### src/rtl/ram_burst_master.sv
// ram_burst_master: burst initiator for the single-port microinstruction RAM.
// Turns a burst command plus write/read valid-ready streams into RAM strobes.
// Read data passes through a 3-entry response FIFO. Its occupancy plus the
// single outstanding RAM read are limited by a credit rule, so the FIFO never
// overflows.
// Optional build macro: RAM_MASTER_BOUNDARY_ERR_EN. When it is defined, bursts
// that would run past the top of the RAM are accepted and then dropped with an
// err pulse. When it is undefined, bursts wrap to address 0.
module ram_burst_master #(
    parameter int RAM_WIDTH = 16,
    parameter int ADDR_SIZE = 10,
    parameter int RAM_DEPTH = 1024,
    parameter int LEN_SIZE  = 4
) (
    input  logic                 clk,
    input  logic                 rst_n,
    input  logic                 cmd_valid,
    output logic                 cmd_ready,
    input  logic                 cmd_we,
    input  logic [ADDR_SIZE-1:0] cmd_addr,
    input  logic [LEN_SIZE-1:0]  cmd_len,
    input  logic                 wdata_valid,
    output logic                 wdata_ready,
    input  logic [RAM_WIDTH-1:0] wdata,
    output logic                 rdata_valid,
    input  logic                 rdata_ready,
    output logic [RAM_WIDTH-1:0] rdata,
    output logic                 rdata_last,
    output logic                 busy,
    output logic                 err,
    output logic                 ram_wr_enb,
    output logic                 ram_rd_enb,
    output logic [ADDR_SIZE-1:0] ram_addr,
    output logic [RAM_WIDTH-1:0] ram_data_in,
    input  logic [RAM_WIDTH-1:0] ram_data_out
);

    localparam int FIFO_DEPTH = 3;
    localparam int AW1        = ADDR_SIZE + 1;

    typedef enum logic [1:0] {
        ST_IDLE  = 2'd0,
        ST_WRITE = 2'd1,
        ST_READ  = 2'd2
    } state_e;

    state_e                state_q, state_d;
    logic [ADDR_SIZE-1:0]  addr_q, addr_d, addr_inc_s;
    logic [LEN_SIZE-1:0]   remaining_q, remaining_d;
    logic [LEN_SIZE:0]     issue_left_q, issue_left_d;
    logic                  inflight_q, inflight_d;
    logic                  inflight_last_q, inflight_last_d;
    logic                  err_q, err_d;

    logic [RAM_WIDTH-1:0]  fifo_data_q [FIFO_DEPTH];
    logic                  fifo_last_q [FIFO_DEPTH];
    logic [1:0]            wr_ptr_q, wr_ptr_d;
    logic [1:0]            rd_ptr_q, rd_ptr_d;
    logic [1:0]            count_q, count_d;

    logic                  cmd_fire_s;
    logic                  range_err_s;
    logic                  push_s;
    logic                  pop_s;
    logic                  issue_s;
    logic                  wbeat_s;
    logic                  fifo_nempty_s;
    logic                  head_last_s;

    // Advance a FIFO pointer around the three slots.
    function automatic logic [1:0] ptr_next(input logic [1:0] p);
        ptr_next = (p == 2'd2) ? 2'd0 : (p + 2'd1);
    endfunction

`ifdef RAM_MASTER_BOUNDARY_ERR_EN
    // Reject a burst whose last beat would lie beyond the final RAM word.
    assign range_err_s = (({1'b0, cmd_addr} + AW1'(cmd_len)) > AW1'(RAM_DEPTH - 1));
`else
    assign range_err_s = 1'b0;
`endif

    assign cmd_fire_s    = (state_q == ST_IDLE) && cmd_valid;
    assign wbeat_s       = (state_q == ST_WRITE) && wdata_valid;
    assign fifo_nempty_s = (count_q != 2'd0);
    assign pop_s         = fifo_nempty_s && rdata_ready;
    assign push_s        = inflight_q;
    assign head_last_s   = fifo_last_q[rd_ptr_q];
    // Credits: the buffered beats plus the one read in flight must leave room
    // for the read issued now.
    assign issue_s       = (state_q == ST_READ) && (issue_left_q != '0) &&
                           (({1'b0, count_q} + {2'b00, inflight_q}) < 3'd3);
    assign addr_inc_s    = (addr_q == ADDR_SIZE'(RAM_DEPTH - 1)) ? {ADDR_SIZE{1'b0}}
                                                                 : (addr_q + ADDR_SIZE'(1));

    // Burst sequencing: the next state, the address, and the beat counters.
    always_comb begin
        state_d         = state_q;
        addr_d          = addr_q;
        remaining_d     = remaining_q;
        issue_left_d    = issue_left_q;
        inflight_d      = issue_s;
        inflight_last_d = issue_s && (issue_left_q == (LEN_SIZE+1)'(1));
        err_d           = cmd_fire_s && range_err_s;
        case (state_q)
            ST_IDLE: begin
                if (cmd_fire_s && !range_err_s) begin
                    addr_d       = cmd_addr;
                    remaining_d  = cmd_len;
                    issue_left_d = {1'b0, cmd_len} + (LEN_SIZE+1)'(1);
                    state_d      = cmd_we ? ST_WRITE : ST_READ;
                end else begin
                    state_d = ST_IDLE;
                end
            end
            ST_WRITE: begin
                if (wdata_valid) begin
                    addr_d      = addr_inc_s;
                    remaining_d = remaining_q - LEN_SIZE'(1);
                    state_d     = (remaining_q == '0) ? ST_IDLE : ST_WRITE;
                end else begin
                    state_d = ST_WRITE;
                end
            end
            ST_READ: begin
                if (issue_s) begin
                    addr_d       = addr_inc_s;
                    issue_left_d = issue_left_q - (LEN_SIZE+1)'(1);
                end else begin
                    addr_d = addr_q;
                end
                if (pop_s && head_last_s) begin
                    state_d = ST_IDLE;
                end else begin
                    state_d = ST_READ;
                end
            end
            default: begin
                state_d = ST_IDLE;
            end
        endcase
    end

    // Sequencer registers. Reset abandons any burst immediately.
    always_ff @(posedge clk or negedge rst_n) begin
        if (!rst_n) begin
            state_q         <= ST_IDLE;
            addr_q          <= '0;
            remaining_q     <= '0;
            issue_left_q    <= '0;
            inflight_q      <= 1'b0;
            inflight_last_q <= 1'b0;
            err_q           <= 1'b0;
        end else begin
            state_q         <= state_d;
            addr_q          <= addr_d;
            remaining_q     <= remaining_d;
            issue_left_q    <= issue_left_d;
            inflight_q      <= inflight_d;
            inflight_last_q <= inflight_last_d;
            err_q           <= err_d;
        end
    end

    // Response FIFO pointers and occupancy. A push and a pop may occur together.
    always_comb begin
        wr_ptr_d = wr_ptr_q;
        rd_ptr_d = rd_ptr_q;
        count_d  = count_q;
        if (push_s) begin
            wr_ptr_d = ptr_next(wr_ptr_q);
        end else begin
            wr_ptr_d = wr_ptr_q;
        end
        if (pop_s) begin
            rd_ptr_d = ptr_next(rd_ptr_q);
        end else begin
            rd_ptr_d = rd_ptr_q;
        end
        case ({push_s, pop_s})
            2'b10:   count_d = count_q + 2'd1;
            2'b01:   count_d = count_q - 2'd1;
            default: count_d = count_q;
        endcase
    end

    // FIFO control registers. Reset empties the FIFO, which discards stale beats.
    always_ff @(posedge clk or negedge rst_n) begin
        if (!rst_n) begin
            wr_ptr_q <= 2'd0;
            rd_ptr_q <= 2'd0;
            count_q  <= 2'd0;
        end else begin
            wr_ptr_q <= wr_ptr_d;
            rd_ptr_q <= rd_ptr_d;
            count_q  <= count_d;
        end
    end

    // FIFO storage. The RAM read data is captured together with its last-beat tag.
    always_ff @(posedge clk or negedge rst_n) begin
        if (!rst_n) begin
            for (int i = 0; i < FIFO_DEPTH; i++) begin
                fifo_data_q[i] <= '0;
                fifo_last_q[i] <= 1'b0;
            end
        end else if (push_s) begin
            fifo_data_q[wr_ptr_q] <= ram_data_out;
            fifo_last_q[wr_ptr_q] <= inflight_last_q;
        end else begin
            fifo_data_q[wr_ptr_q] <= fifo_data_q[wr_ptr_q];
            fifo_last_q[wr_ptr_q] <= fifo_last_q[wr_ptr_q];
        end
    end

    assign cmd_ready   = (state_q == ST_IDLE);
    assign wdata_ready = (state_q == ST_WRITE);
    assign busy        = (state_q != ST_IDLE);
    assign err         = err_q;
    assign rdata_valid = fifo_nempty_s;
    assign rdata       = fifo_data_q[rd_ptr_q];
    assign rdata_last  = fifo_nempty_s && head_last_s;
    assign ram_wr_enb  = wbeat_s;
    assign ram_rd_enb  = issue_s;
    assign ram_addr    = addr_q;
    assign ram_data_in = wdata;

endmodule

### config.mk
export PLATFORM = sky130hd
export DESIGN_NAME = ram_burst_master
export DESIGN_NICKNAME = d
export VERILOG_FILES = /design/src/rtl/ram_burst_master.sv
export SDC_FILE = /design/constraint.sdc
export NUM_CORES = 1
export LEC_CHECK = 0
export ABC_AREA = 1
export CORE_UTILIZATION = 50
export DETAILED_ROUTE_END_ITERATION = 6
export GPL_TIMING_DRIVEN = 0
export PLACE_DENSITY = 0.79
export SLEW_MARGIN = 10
export SYNTH_ARGS = -nofsm -noshare
export SYNTH_HDL_FRONTEND = slang
export SYNTH_SLANG_ARGS = --single-unit
### constraint.sdc
create_clock -name clk -period 2.1 [get_ports clk]
set_input_delay 0.21 -clock clk [delete_from_list [all_inputs] [get_ports clk]]
set_output_delay 0.21 -clock clk [all_outputs]
set_load 0.03 [all_outputs]
**After elaboration in Yosys (flattened, before gate mapping)**

Index checks and enable logic that the tools add are counted.

- Input bits: 52
- Logic and storage cells: 104
- Register bits after elaboration: 80
- Output and inout port bits: 50

- Muxes and demuxes: 42
- Bitwise operators: 2
- Reductions and logical operators: 21
- Add/subtract/negate cells: 9
- $lt $le $gt $ge: 4
- Equality and inequality tests: 11

Operators by type and width:

| operator | number |
|---|---|
| 48-bit bitwise mux | 2 |
| 16-bit two-way mux | 5 |
| 16-bit binary-select mux with 2-bit select | 2 |
| 48-bit two-way mux | 1 |
| 10-bit two-way mux | 4 |
| 16-bit demux with 2-bit select | 1 |
| 10-bit case mux with 3 select lines | 1 |
| 10-bit by 1-bit adder with 10-bit output, second input constant | 1 |
| 10-bit equality test, second input constant | 1 |
| 2-bit two-way mux | 5 |
| 5-bit two-way mux | 2 |
| 5-bit case mux with 2 select lines | 1 |
| 2-bit nonzero test | 5 |
| 1-bit logical AND | 9 |
| 2-bit equality test, second input constant | 4 |
| 4-bit two-way mux | 2 |
| 4-bit case mux with 2 select lines | 1 |
| 1-bit two-way mux | 7 |
| 2-bit by 1-bit adder with 2-bit output, second input constant | 3 |
| 3-bit bitwise mux | 2 |
| 3-bit >= comparator, second input constant | 2 |
| 2-bit NOT with 3-bit output | 2 |
| 2-bit case mux with 3 select lines | 1 |
| 3-bit AND reduction | 2 |
| other kinds (20) | 23 |

**Logic depth before layout (Yosys ltp)**

Gate-level depths: netlist of run 1.

- Depth in word-level cells: 7
- Depth in mapped cells: 11

**Worst setup path after synthesis of run 1**

OpenSTA, ideal clock, no wires.

- Kind: register to register
- From: register state_q[0]
- To: register issue_left_q[3]
- Data arrival time: 1.757 ns
- Stages on the path, launching flop included: 8
- Period minus slack after synthesis: 1.886 ns
- Slack: 0.214 ns
- Library setup time: 0.129 ns
- Buffers on the path: 0
- Required time: 1.971 ns
- Path through: dfrtp_1 -> inv_1 -> ha_1 -> inv_1 -> o21ai_0 -> nand2_1 -> nand2_1 -> o21ai_0

- Elaborated cells between the ends (all ways): 10
- Those cells by class: eq/ne: 3; mux: 1; reduce/logical: 6

RTL lines:

| what | line | source |
|---|---|---|
| from (decl) | 47 | `state_e state_q, state_d;` |
| from (signal assigned) | 154 | `state_q <= state_d;` |
| 2-bit logical NOT * | -- |  |
| via cmd_ready | 18 | `output logic cmd_ready,` |
| 1-bit logical AND | 82 | `assign cmd_fire_s = (state_q == ST_IDLE) && cmd_valid;` |
| 2-bit by 1-bit != test with 1-bit output (no line) | -- |  |
| 3-bit AND reduction (no line) | -- |  |
| to (signal assigned) | 157 | `issue_left_q <= issue_left_d;` |
| to (decl) | 50 | `logic [LEN_SIZE:0] issue_left_q, issue_left_d;` |

Mark *: on every way through the listed nets, which the timed path passes. The rest lies on a longest branch.
A chain may end at the register's enable or synchronous reset.

**Worst setup path after layout of run 1**

- From: register rd_ptr_q[0]
- To: output rdata[14]

- Cells in the longest elaborated chain, start to end: 4

Ends and longest elaborated chain:

| what | line | source |
|---|---|---|
| from (decl) | 58 | `logic [1:0] rd_ptr_q, rd_ptr_d;` |
| from (signal assigned) | 194 | `rd_ptr_q <= rd_ptr_d;` |
| 2-bit NOT with 3-bit output (not written as such) | 220 | `assign rdata = fifo_data_q[rd_ptr_q];` |
| 16-bit binary-select mux with 2-bit select | 220 |  |
| 16-bit two-way mux (not written as such) (2 in a row) | 220 |  |
| to (decl) | 27 | `output logic [RAM_WIDTH-1:0] rdata,` |

Every way passes these cells. The select of a mux whose other input is x is not followed.

==> results of run 1 <==
-- logic make-up after synthesis --
kind of cell | count (synthesis) | synth area share [%]
AND/OR/NAND/NOR | 283 | 26.3
adder cells (fa/ha/maj) | 13 | 3.50
XOR/XNOR | 3 | 0.565
other | 1 | 0.0806
buffers and inverters | 82 | 9.04
flip-flops | 80 | 43.0
AO/OA/AOI/OAI | 151 | 17.5
-- state kept, by name, indices dropped and copies added, names as in the netlist --
name,count
count_q,2
fifo_data_q,48
fifo_last_q,3
inflight_last_q,1
inflight_q,1
issue_left_q,5
ram_addr,10
rd_ptr_q,2
remaining_q,4
state_q,2
wr_ptr_q,2
-- cell usage after synthesis, types with 2 or more instances --
| master | number | share of area, % |
|---|---|---|
| nand2_1 | 174 | 14 |
| dfrtp_1 | 80 | 43 |
| o21ai_1 | 59 | 6.3 |
| o21ai_0 | 56 | 6.0 |
| nand3_1 | 45 | 4.8 |
| nor2_1 | 36 | 2.9 |
| inv_1 | 32 | 2.6 |
| a21oi_1 | 18 | 1.9 |
| buf_4 | 18 | 2.9 |
| clkbuf_1 | 13 | 1.0 |
| ha_1 | 13 | 3.5 |
| nand4_1 | 12 | 1.6 |
| o21ai_2 | 12 | 2.3 |
| buf_2 | 7 | 0.75 |
| nor2_4 | 4 | 0.97 |
| buf_6 | 3 | 0.73 |
| clkbuf_2 | 3 | 0.32 |
| inv_2 | 3 | 0.24 |
| o22ai_1 | 3 | 0.40 |
| xnor2_1 | 3 | 0.57 |
| clkinv_1 | 2 | 0.16 |
| nand2_2 | 2 | 0.27 |
| nand3_2 | 2 | 0.43 |
| nand3b_1 | 2 | 0.32 |
| nor2_2 | 2 | 0.27 |
| or2_2 | 2 | 0.27 |
-- power breakdown --
part           internal, W  switching [W]
Sequential         0.00228       0.000596
Combinational      0.00220        0.00423
Clock             0.000727       0.000558
Total              0.00521        0.00538
-- metrics by stage --
stage	power, W	hold slack [ps]	instances	cell area, um^2	worst slack (ps)
floorplan	0.00717	-85.6	613	4650	214
global placement	0.00907	469	805	5630	-1990
detailed placement	0.00932	150	806	5650	-332
CTS	0.0105	317	822	5890	0.807
global route	0.0114	335	825	5860	-10.9
finish	0.0106	306	825	5860	70.4
-- final timing paths --
kind	start	endpoint	slack, ps	cells after the start
hold / removal	rst_n	fifo_data_q[24]$_DFFE_PN0P_	310	2
setup reg to reg	inflight_q$_DFF_PN0_	issue_left_q[0]$_DFFE_PN0P_	150	8
min in group clk	cmd_we	state_q[0]$_DFF_PN0_	460	3
setup / recovery	rd_ptr_q[0]$_DFFE_PN0N_	rdata[14]	70	5
hold reg to reg	fifo_last_q[0]$_DFFE_PN0P_	fifo_last_q[0]$_DFFE_PN0P_	500	2
max in group asynchronous	rst_n	fifo_data_q[34]$_DFFE_PN0P_	1190	3
-- cell type report --
| type | count | area [um^2] | share of cell area [%] |
|---|---|---|---|
| plain buffers | 45 | 305 | 5.21 |
| clock buffers | 12 | 155 | 2.65 |
| clock inverters | 3 | 65.1 | 1.11 |
| inverters | 37 | 140 | 2.39 |
| multi-input cells | 451 | 2230 | 38.1 |
| flip-flops and latches | 80 | 2000 | 34.1 |
| well taps | 108 | 135 | 2.30 |
| repair buffers | 89 | 830 | 14.1 |
-- routing by layer --
metal	vias up	part of all wire (%)	GRT usage [%]
li1	2217	-	-
met1	2203	39	35.0
met2	278	50	49.4
met3	43	8.6	4.75
met4	0	2.4	12.7
met5	-	0	0
-- repair_timing --
| action | in CTS | in global routing |
|---|---|---|
| hold buffers | 1 | 0 |
| cloned | 0 | 0 |
| pin swaps | 0 | 2 |
| endpoints found under the hold margin | 24 | 0 |
| resized for setup | 66 | 40 |
| endpoints found under the setup margin | 21 | 18 |
| setup buffers | 0 | 3 |
==> summary.txt, run 1 <==
Critical path
  • Crit path max-delay cell type: dfrtp_1
  • Startpoint Class: register
  • Critical Path RT: approximately 1900 ps
  • CP max FO: 10
  • WS Path Type: register to output pin
  • Critical path's largest stage delay: around 370 ps
  • Worst path cell trace: clkbuf_2 -> clkbuf_4 -> nand3_1 -> o21ai_1 -> clkdlybuf4s15_2
  • Delay-heaviest family, CP: buffers and inverters
  • Crit end category: output pin
  • Arr. time, crit path: between 1500 and 2000 ps
  • CP Buf/Inv Count: 3

Routing
  • DR vias: 4,741
  • DRT iter0 DRCs: about 370
  • DR WL/cell: 16.1 um
  • Vias per cell: between 5 and 6
  • # DRC: 7
  • ANT nets after route: 0
  • Drt total wl: roughly 13 mm
  • Initial DRT Pass Iterations: 7

CTS
  • Worst skew pair latency: roughly 360 ps
  • Maximum clock insertion buffer count: 2
  • Clock sinks: 80
  • H-Tree Level Count: 3
  • CTS tree: done
  • Worst-path clk slew: ~80 ps
  • CTS root buffer: clkbuf_8
  • CTS Buf Count: 9

Final layout
  • Commonest non-fill, non-tap cells in the layout: 174 x nand2_1, 80 x dfrtp_1, 62 x clkdlybuf4s50_1
  • ANT cells: 0
  • Layout cells sized above 1: between 10% and 20%
  • Final Util: 66.3%
  • Leading cell type in the layout, fill and taps excluded: nand2_1
  • Nets: ~800
  • Area growth from synthesis to layout: 26.1%
  • Filler cell count in the final layout: 760

Yosys
  • Seq/Total Area, Yosys: 43.0%
  • Syn Area/Cell: about 7.6 um^2
  • Synth Register Bits: 80
  • Main flop type after synthesis: dfrtp_1
  • Post-synth cell types: 33
  • Ys async rst share: 100%
  • Number of flops mapped to enable cells by yosys: 0
  • Post-synthesis cell area: between 4000 and 5000 um^2
  • Mapped Cells: approximately 610
  • Syn. warnings: 0
  • Syn_nets: around 680

Die
  • Die area: 9690 um^2
  • Core area: 8850 um^2
  • Die X: roughly 98 um
  • I/O Pins: 102
  • Site Rows: 34
  • Starting Density: between 50% and 60%
  • Die Y: ~100 um

STA
  • Min cycle time layout: around 2000 ps
  • Pins over their slew limit: 0
  • Worst slew margin: approximately three fifths
  • Hold Fails Final Rpt: 0
  • Final worst path period share: 96.6%
  • Fmax: 0.493 GHz
  • # setup viols final: 0
  • Layout Skew: between 15 and 20 ps
  • Least-Margin Pin Slew: 591 ps
  • Setup TNS: 0 ps

Placed design
  • Post-DP HPWL: 9.06 mm
  • Placer Congestion: between 0.8 and 0.9
  • Buffers on Ports: 84

Job
  • # Max-Cap Violations: 0

Min path
  • Hold Crit Class: primary input to async pin

Pwr
  • VDD IR max: approximately 1.0 mV
  • PwrDens: ~1800 nW/um^2
  • Leak Pwr: roughly 2.7 nW

Run status
  • Result of the run: complete, but fails checks
  • Failing checks: DRC

Global route
  • Initial antenna violation count: 0
  • GR Overflow Total: 0
  • First-pass GRT wire length: around 22 mm
  • Largest net degree at the start of global routing: 57
  • GRT Overall Usage: 28.5%
  • Number of global-route vias before repair: roughly 4,700
Note: power is estimated with default switching activity, not from simulation.
==> inputs of run 2 (changes only) <==
GPL_ROUTABILITY_DRIVEN = 0   (was unset)
PLACE_DENSITY = 0.78   (was 0.79)
SLEW_MARGIN = 0   (was 10)
==> run 2 against run 1 <==
The flow still finishes with violations (DRC). Critical path depth grew 1. Sequential share of layout area grew 0.10 points. Cell count grew 0.12%. Die area is the same. Utilization shrank 0.20 points. Clock power shrank 9%. Routed wire length shrank 2.9%. Sequential cell count is the same. Clock-buffer cell count shrank 1. Critical path type unchanged. Global-route usage shrank 0.79 points.
==> summary.txt, run 2 (synthesized netlist as in run 1, its figures left out) <==
Final layout
  • Commonest non-fill, non-tap cells in the layout: 174 x nand2_1, 80 x dfrtp_1, 62 x clkdlybuf4s50_1
  • Nets: about 780
  • Leading cell type in the layout, fill and taps excluded: nand2_1
  • ANT cells: 0
  • Filler cell count in the final layout: roughly 760
  • Design Area, Final: a little under 6000 um^2
  • Max reg flops: 48
  • Largest reg by FF count: fifo_data_q
  • Area growth from synthesis to layout: 25.7%
  • Layout cells sized above 1: 15.5%

Global route
  • GR Overflow Total: 0
  • Number of global-route vias before repair: 4,553
  • GRT Overall Usage: roughly 28%
  • Largest net degree at the start of global routing: 65
  • First-pass GRT wire length: between 20 and 25 mm
  • Initial antenna violation count: 0

Routing
  • # DRC: 8
  • DRT iter0 DRCs: around 440
  • DR vias: about 4,700
  • Initial DRT Pass Iterations: 7
  • Drt total wl: between 10 and 15 mm
  • Vias per cell: approximately 5.7
  • ANT nets after route: 0
  • DR WL/cell: around 16 um

Critical path
  • CP max FO: 10
  • R2r startpoint: inflight_q$_DFF_PN0_
  • Critical R2R Capture: ram_addr[9]$_DFFE_PN0P_
  • Crit end category: output pin
  • Startpoint Class: register
  • Critical path's largest stage delay: 360 ps
  • Worst R2R Path Depth: 11
  • Critical Path RT: approximately 1900 ps
  • Crit path max-delay cell type: dfrtp_1
  • Reg2reg setup slack: about 130 ps
  • Worst path cell trace: buf_4 -> clkinv_2 -> clkbuf_4 -> nand3_1 -> o21ai_0 -> clkdlybuf4s15_2
  • Arr. time, crit path: ~1800 ps
  • WS Path Type: register to output pin

Pwr
  • Clk pwr share: between 10% and 20%
  • Combinational share of power: 61.1%
  • Switching power total: roughly 0.0053 W
  • Seq pwr share: 27.6%
  • PwrDens: about 1800 nW/um^2
  • Switching share of total power: between 50% and 60%
  • Pwr Total: roughly 0.010 W
  • Leak Pwr: approximately 2.7 nW
  • VDD IR max: roughly 1 mV
  • Int Power: about 0.0051 W

Job
  • # Max-Cap Violations: 0

STA
  • Final worst path period share: 97.6%
  • Layout Skew: roughly 11 ps
  • Worst slew margin: a little under 60%
  • # setup viols final: 0
  • Hold Fails Final Rpt: 0
  • Fmax: roughly 0.5 GHz
  • Pins over their slew limit: 0
  • Min cycle time layout: between 2000 and 2500 ps
  • Least-Margin Pin Slew: between 600 and 700 ps

Die
  • Die area: 9690 um^2
  • Core area: around 8800 um^2
  • Die Y: a little under 100 um
  • I/O Pins: 102
  • Die X: between 90 and 100 um
  • Starting Density: 52.6%
  • Site Rows: 34

CTS
  • CTS Buf Count: 9
  • Maximum clock insertion buffer count: 2
  • Worst skew pair latency: around 350 ps
  • H-Tree Level Count: 3
  • CTS tree: done
  • CTS root buffer: clkbuf_8
  • Worst-path clk slew: around 90 ps
  • Clock sinks: 80

Run status
  • Failing checks: DRC
  • Result of the run: complete, but fails checks

Placed design
  • Placement Cell Area: around 5700 um^2
  • Buffers on Ports: 84
  • Post-DP HPWL: roughly 9 mm

Min path
  • Hold Crit Class: primary input to async pin
-- run 2: cell count changes in the layout (fill, tap and decap cells not counted), sizes merged --
cell / before / now
clkinv: 3 / 4
clkdlybuf4s15: 3 / 2
dlygate4sd2: 3 / 2
dlymetal6s2s: 0 / 1
clkbuf: 38 / 32
clkinvlp: 0 / 2
clkdlybuf4s18: 0 / 1
buf: 39 / 44
bufinv: 2 / 1
-- run 2: final cells by class --
class	instances	area, um^2	share of cell area, %
multi-input combinational	451	2230	38.2
sequential	80	2000	34.2
inverter	37	140	2.40
buffer	45	300	5.14
clock buffer	11	151	2.59
tap	108	135	2.31
timing repair buffer	89	831	14.2
clock inverter	5	55.1	0.942
-- run 2: per-stage QoR --
step                      setup WS, ps  hold slack, ps  utilization, %  setup TNS [ps]  cells
final                             51.3             266            66.1               0    826
after global routing             -5.26             284            66.1           -5.26    826
after detailed placement          -346             101            63.9           -4390    806
after global placement           -1980             468            63.6         -161830    805
after floorplan                    214           -85.6               -               0    613
after CTS                         3.53             269            66.4               0    823
-- run 2: per-layer routing --
layer	routed length (um)	track usage [%]	share of wire (%)
met5	0	0	0
met4	263	12.5	2.0
met3	1150	4.75	8.9
met2	6360	47.0	49
met1	5140	34.8	40
-- run 2: repair_timing --
action / in CTS / in global routing
pin swaps: 0 / 1
setup endpoints to repair: 20 / 18
hold buffers: 1 / 0
cloned: 0 / 0
buffers inserted: 0 / 3
endpoints found under the hold margin: 16 / 0
resized for setup: 77 / 38
-- run 2: worst max-delay path by stage --
stage	startpoint	end	cells past startpoint
detailed placement	rd_ptr_q[0]$_DFFE_PN0N_	rdata[14]	5
global placement	rst_n	ram_addr[1]$_DFFE_PN0P_	1
finish	rd_ptr_q[1]$_DFFE_PN0N_	rdata[1]	6
CTS	rd_ptr_q[0]$_DFFE_PN0N_	rdata[11]	5
floorplan	state_q[0]$_DFF_PN0_	issue_left_q[3]$_DFFE_PN0P_	7
global route	count_q[0]$_DFFE_PN0P_	ram_rd_enb	6
-- run 2: worst max-delay path: cells and delay by family (launching register included) --
family | cells | cell delay (ps)
buffers and inverters | 4 | 880
AOI/OAI and AO/OA | 1 | 140
and+or+nand+nor | 1 | 110
DFF | 1 | 360
-- run 2: power by group through the flow --
stage | Combinational (W) | Clock [W] | Sequential, W
2_1_floorplan | 0.00425 | 0 | 0.00292
3_3_place_gp | 0.00623 | 0 | 0.00284
3_5_place_dp | 0.00642 | 0 | 0.00288
4_1_cts | 0.00633 | 0.00119 | 0.00286
5_1_grt | 0.00699 | 0.00126 | 0.00296
6_report | 0.00637 | 0.00117 | 0.00288
==> inputs of run 3 (changes only) <==
CORE_MARGIN = 2   (was unset)
==> run 3 against run 2 <==
The flow now finishes without violations. Clock skew rose by 1.4 ps. Total power is 1.2% higher. Die area increased by 4.1%. Fmax barely moved. Clock-buffer cell count down 1. Via count is 1.7% lower. Register-to-register slack gained 80 ps. Combinational power hardly changed. Clock power is 13% higher.
==> summary.txt, run 3 (synthesized netlist as in run 1, its figures left out) <==
Min path
  • Hold Crit Class: primary input to async pin

Job
  • # Max-Cap Violations: 0

Critical path
  • WS Path Type: register to output pin
  • Critical Path Most Common Cell: clkbuf_4
  • Startpoint Class: register
  • Worst R2R Path Depth: 7
  • Crit path max-delay cell type: clkdlybuf4s15_1
  • Crit. Startpoint: rd_ptr_q[1]$_DFFE_PN0N_
  • Critical R2R Capture: issue_left_q[0]$_DFFE_PN0P_
  • CP max FO: 10
  • Crit end category: output pin
  • Worst Setup EP: rdata[7]
  • R2r startpoint: inflight_q$_DFF_PN0_
  • CP Buf/Inv Count: 4
  • Reg2reg setup slack: between 200 and 250 ps
  • Critical path's largest stage delay: roughly 380 ps
  • Critical Path RT: 1890 ps
  • Worst path cell trace: clkbuf_4 -> clkinv_4 -> clkbuf_4 -> o21ai_0 -> o21ai_1 -> clkdlybuf4s15_1
  • Arr. time, crit path: ~1800 ps
  • Delay-heaviest family, CP: buffers and inverters
  • Crit path depth: 6

Pwr
  • Leak Pwr: ~2.7 nW
  • PwrDens: roughly 1800 nW/um^2
  • VDD IR max: between 0.9 and 1 mV

STA
  • Min cycle time layout: roughly 2000 ps
  • Worst slew margin: between 50% and 60%
  • Hold Fails Final Rpt: 0
  • Least-Margin Pin Slew: about 600 ps
  • # setup viols final: 0
  • Fmax: slightly below 0.5 GHz
  • Layout Skew: 12.3 ps
  • Pins over their slew limit: 0
  • Final WS setup: ~50 ps
  • Minimum hold slack: between 300 and 400 ps
  • Final worst path period share: between 90% and 100%

Final layout
  • Area growth from synthesis to layout: 26.2%
  • Register area: between 2000 and 2500 um^2
  • Nets: just under 800
  • Filler cell count in the final layout: approximately 800
  • Final Util: approximately 64%
  • Max reg flops: 48
  • Layout cells sized above 1: approximately 14%
  • Leading cell type in the layout, fill and taps excluded: nand2_1
  • Commonest non-fill, non-tap cells in the layout: 174 x nand2_1, 80 x dfrtp_1, 62 x clkdlybuf4s50_1
  • Largest reg by FF count: fifo_data_q
  • Multi-input logic area: 2230 um^2
  • ANT cells: 0

Routing
  • Drt total wl: 12.9 mm
  • Vias per cell: between 5 and 6
  • DRT iter0 DRCs: 239
  • ANT nets after route: 0
  • Initial DRT Pass Iterations: 5
  • DR vias: between 4,000 and 5,000
  • DR WL/cell: 15.7 um
  • # DRC: 0

Placed design
  • Placement Setup Slack: -332 ps
  • Buffers on Ports: 84
  • Post-DP HPWL: around 9 mm

Global route
  • Largest net degree at the start of global routing: between 50 and 60
  • GRT Overall Usage: between 20% and 30%
  • GR Overflow Total: 0
  • Number of global-route vias before repair: ~4,600
  • Initial antenna violation count: 0
  • First-pass GRT wire length: between 20 and 25 mm

Die
  • I/O Pins: approximately 100
  • Site Rows: 35
  • Core area: about 9200 um^2
  • Starting Density: between 50% and 60%
  • Die X: about 100 um
  • Die Y: roughly 100 um
  • Die area: about 10,000 um^2

CTS
  • CTS root buffer: clkbuf_8
  • CTS tree: done
  • Maximum clock insertion buffer count: 2
  • Clock sinks: 80
  • Worst-path clk slew: approximately 80 ps
  • Worst skew pair latency: 350 ps
  • H-Tree Level Count: 3
  • CTS Buf Count: 9

Run status
  • Result of the run: completed
-- run 3: cell count changes in the layout (fill, tap and decap cells not counted), moves of 2 or more --
cell / change
bufinv_16: +2
clkdlybuf4s15_1: +3
buf_4: -3
clkinv_2: -2
clkinvlp_4: -2
buf_2: -4
clkbuf_8: -2
-- run 3: metrics by stage --
step	cells	setup TNS, ps	cell area [um^2]	power, W
6_report	825	0	5870	0.0105
4_1_cts	824	0	5900	0.0105
3_3_place_gp	808	-166850	5630	0.00909
5_1_grt	825	-17.6	5870	0.0114
3_5_place_dp	809	-3990	5660	0.00929
2_1_floorplan	613	0	4650	0.00717
-- run 3: layout make-up --
type | instances | share of cell area, %
plain buffers | 45 | 5.16
multi-input cells | 451 | 38.0
repair buffers | 87 | 14.1
inverters | 37 | 2.45
well taps | 111 | 2.37
clock buffers | 10 | 2.17
flip-flops and latches | 80 | 34.1
clock inverters | 4 | 1.62
-- run 3: timing repair --
action	4_1_cts	5_1_grt
hold buffers	1	0
buffers inserted	0	1
hold endpoints to repair	28	0
endpoints found under the setup margin	20	19
pin swaps	0	2
resized for setup	62	39
-- run 3: how the worst min path moves through the flow --
stage          cells after the start                  startpoint                          to
2_1_floorplan                      0                       rst_n      count_q[0]$_DFFE_PN0P_
3_3_place_gp                       2  fifo_last_q[0]$_DFFE_PN0P_  fifo_last_q[0]$_DFFE_PN0P_
3_5_place_dp                       1                       rst_n     wr_ptr_q[0]$_DFFE_PN0P_
4_1_cts                            2                       rst_n     wr_ptr_q[0]$_DFFE_PN0P_
5_1_grt                            2                       rst_n     wr_ptr_q[0]$_DFFE_PN0P_
6_report                           2                       rst_n     wr_ptr_q[0]$_DFFE_PN0P_
-- run 3: power breakdown --
part / switching [W] / leakage [nW] / total (W) / internal (W)
clock: 0.000548 / 0.112 / 0.00132 / 0.000776
sequential: 0.000587 / 1.01 / 0.00287 / 0.00228
combinational: 0.00416 / 1.61 / 0.00635 / 0.00220
-- run 3: per-layer routing --
metal	part of all wire, %	vias to the layer above	GRT usage, %
li1	-	2222	-
met1	41	2155	32.4
met2	50	209	46.4
met3	7.2	33	3.62
met4	2.4	0	12.1
met5	0	-	0
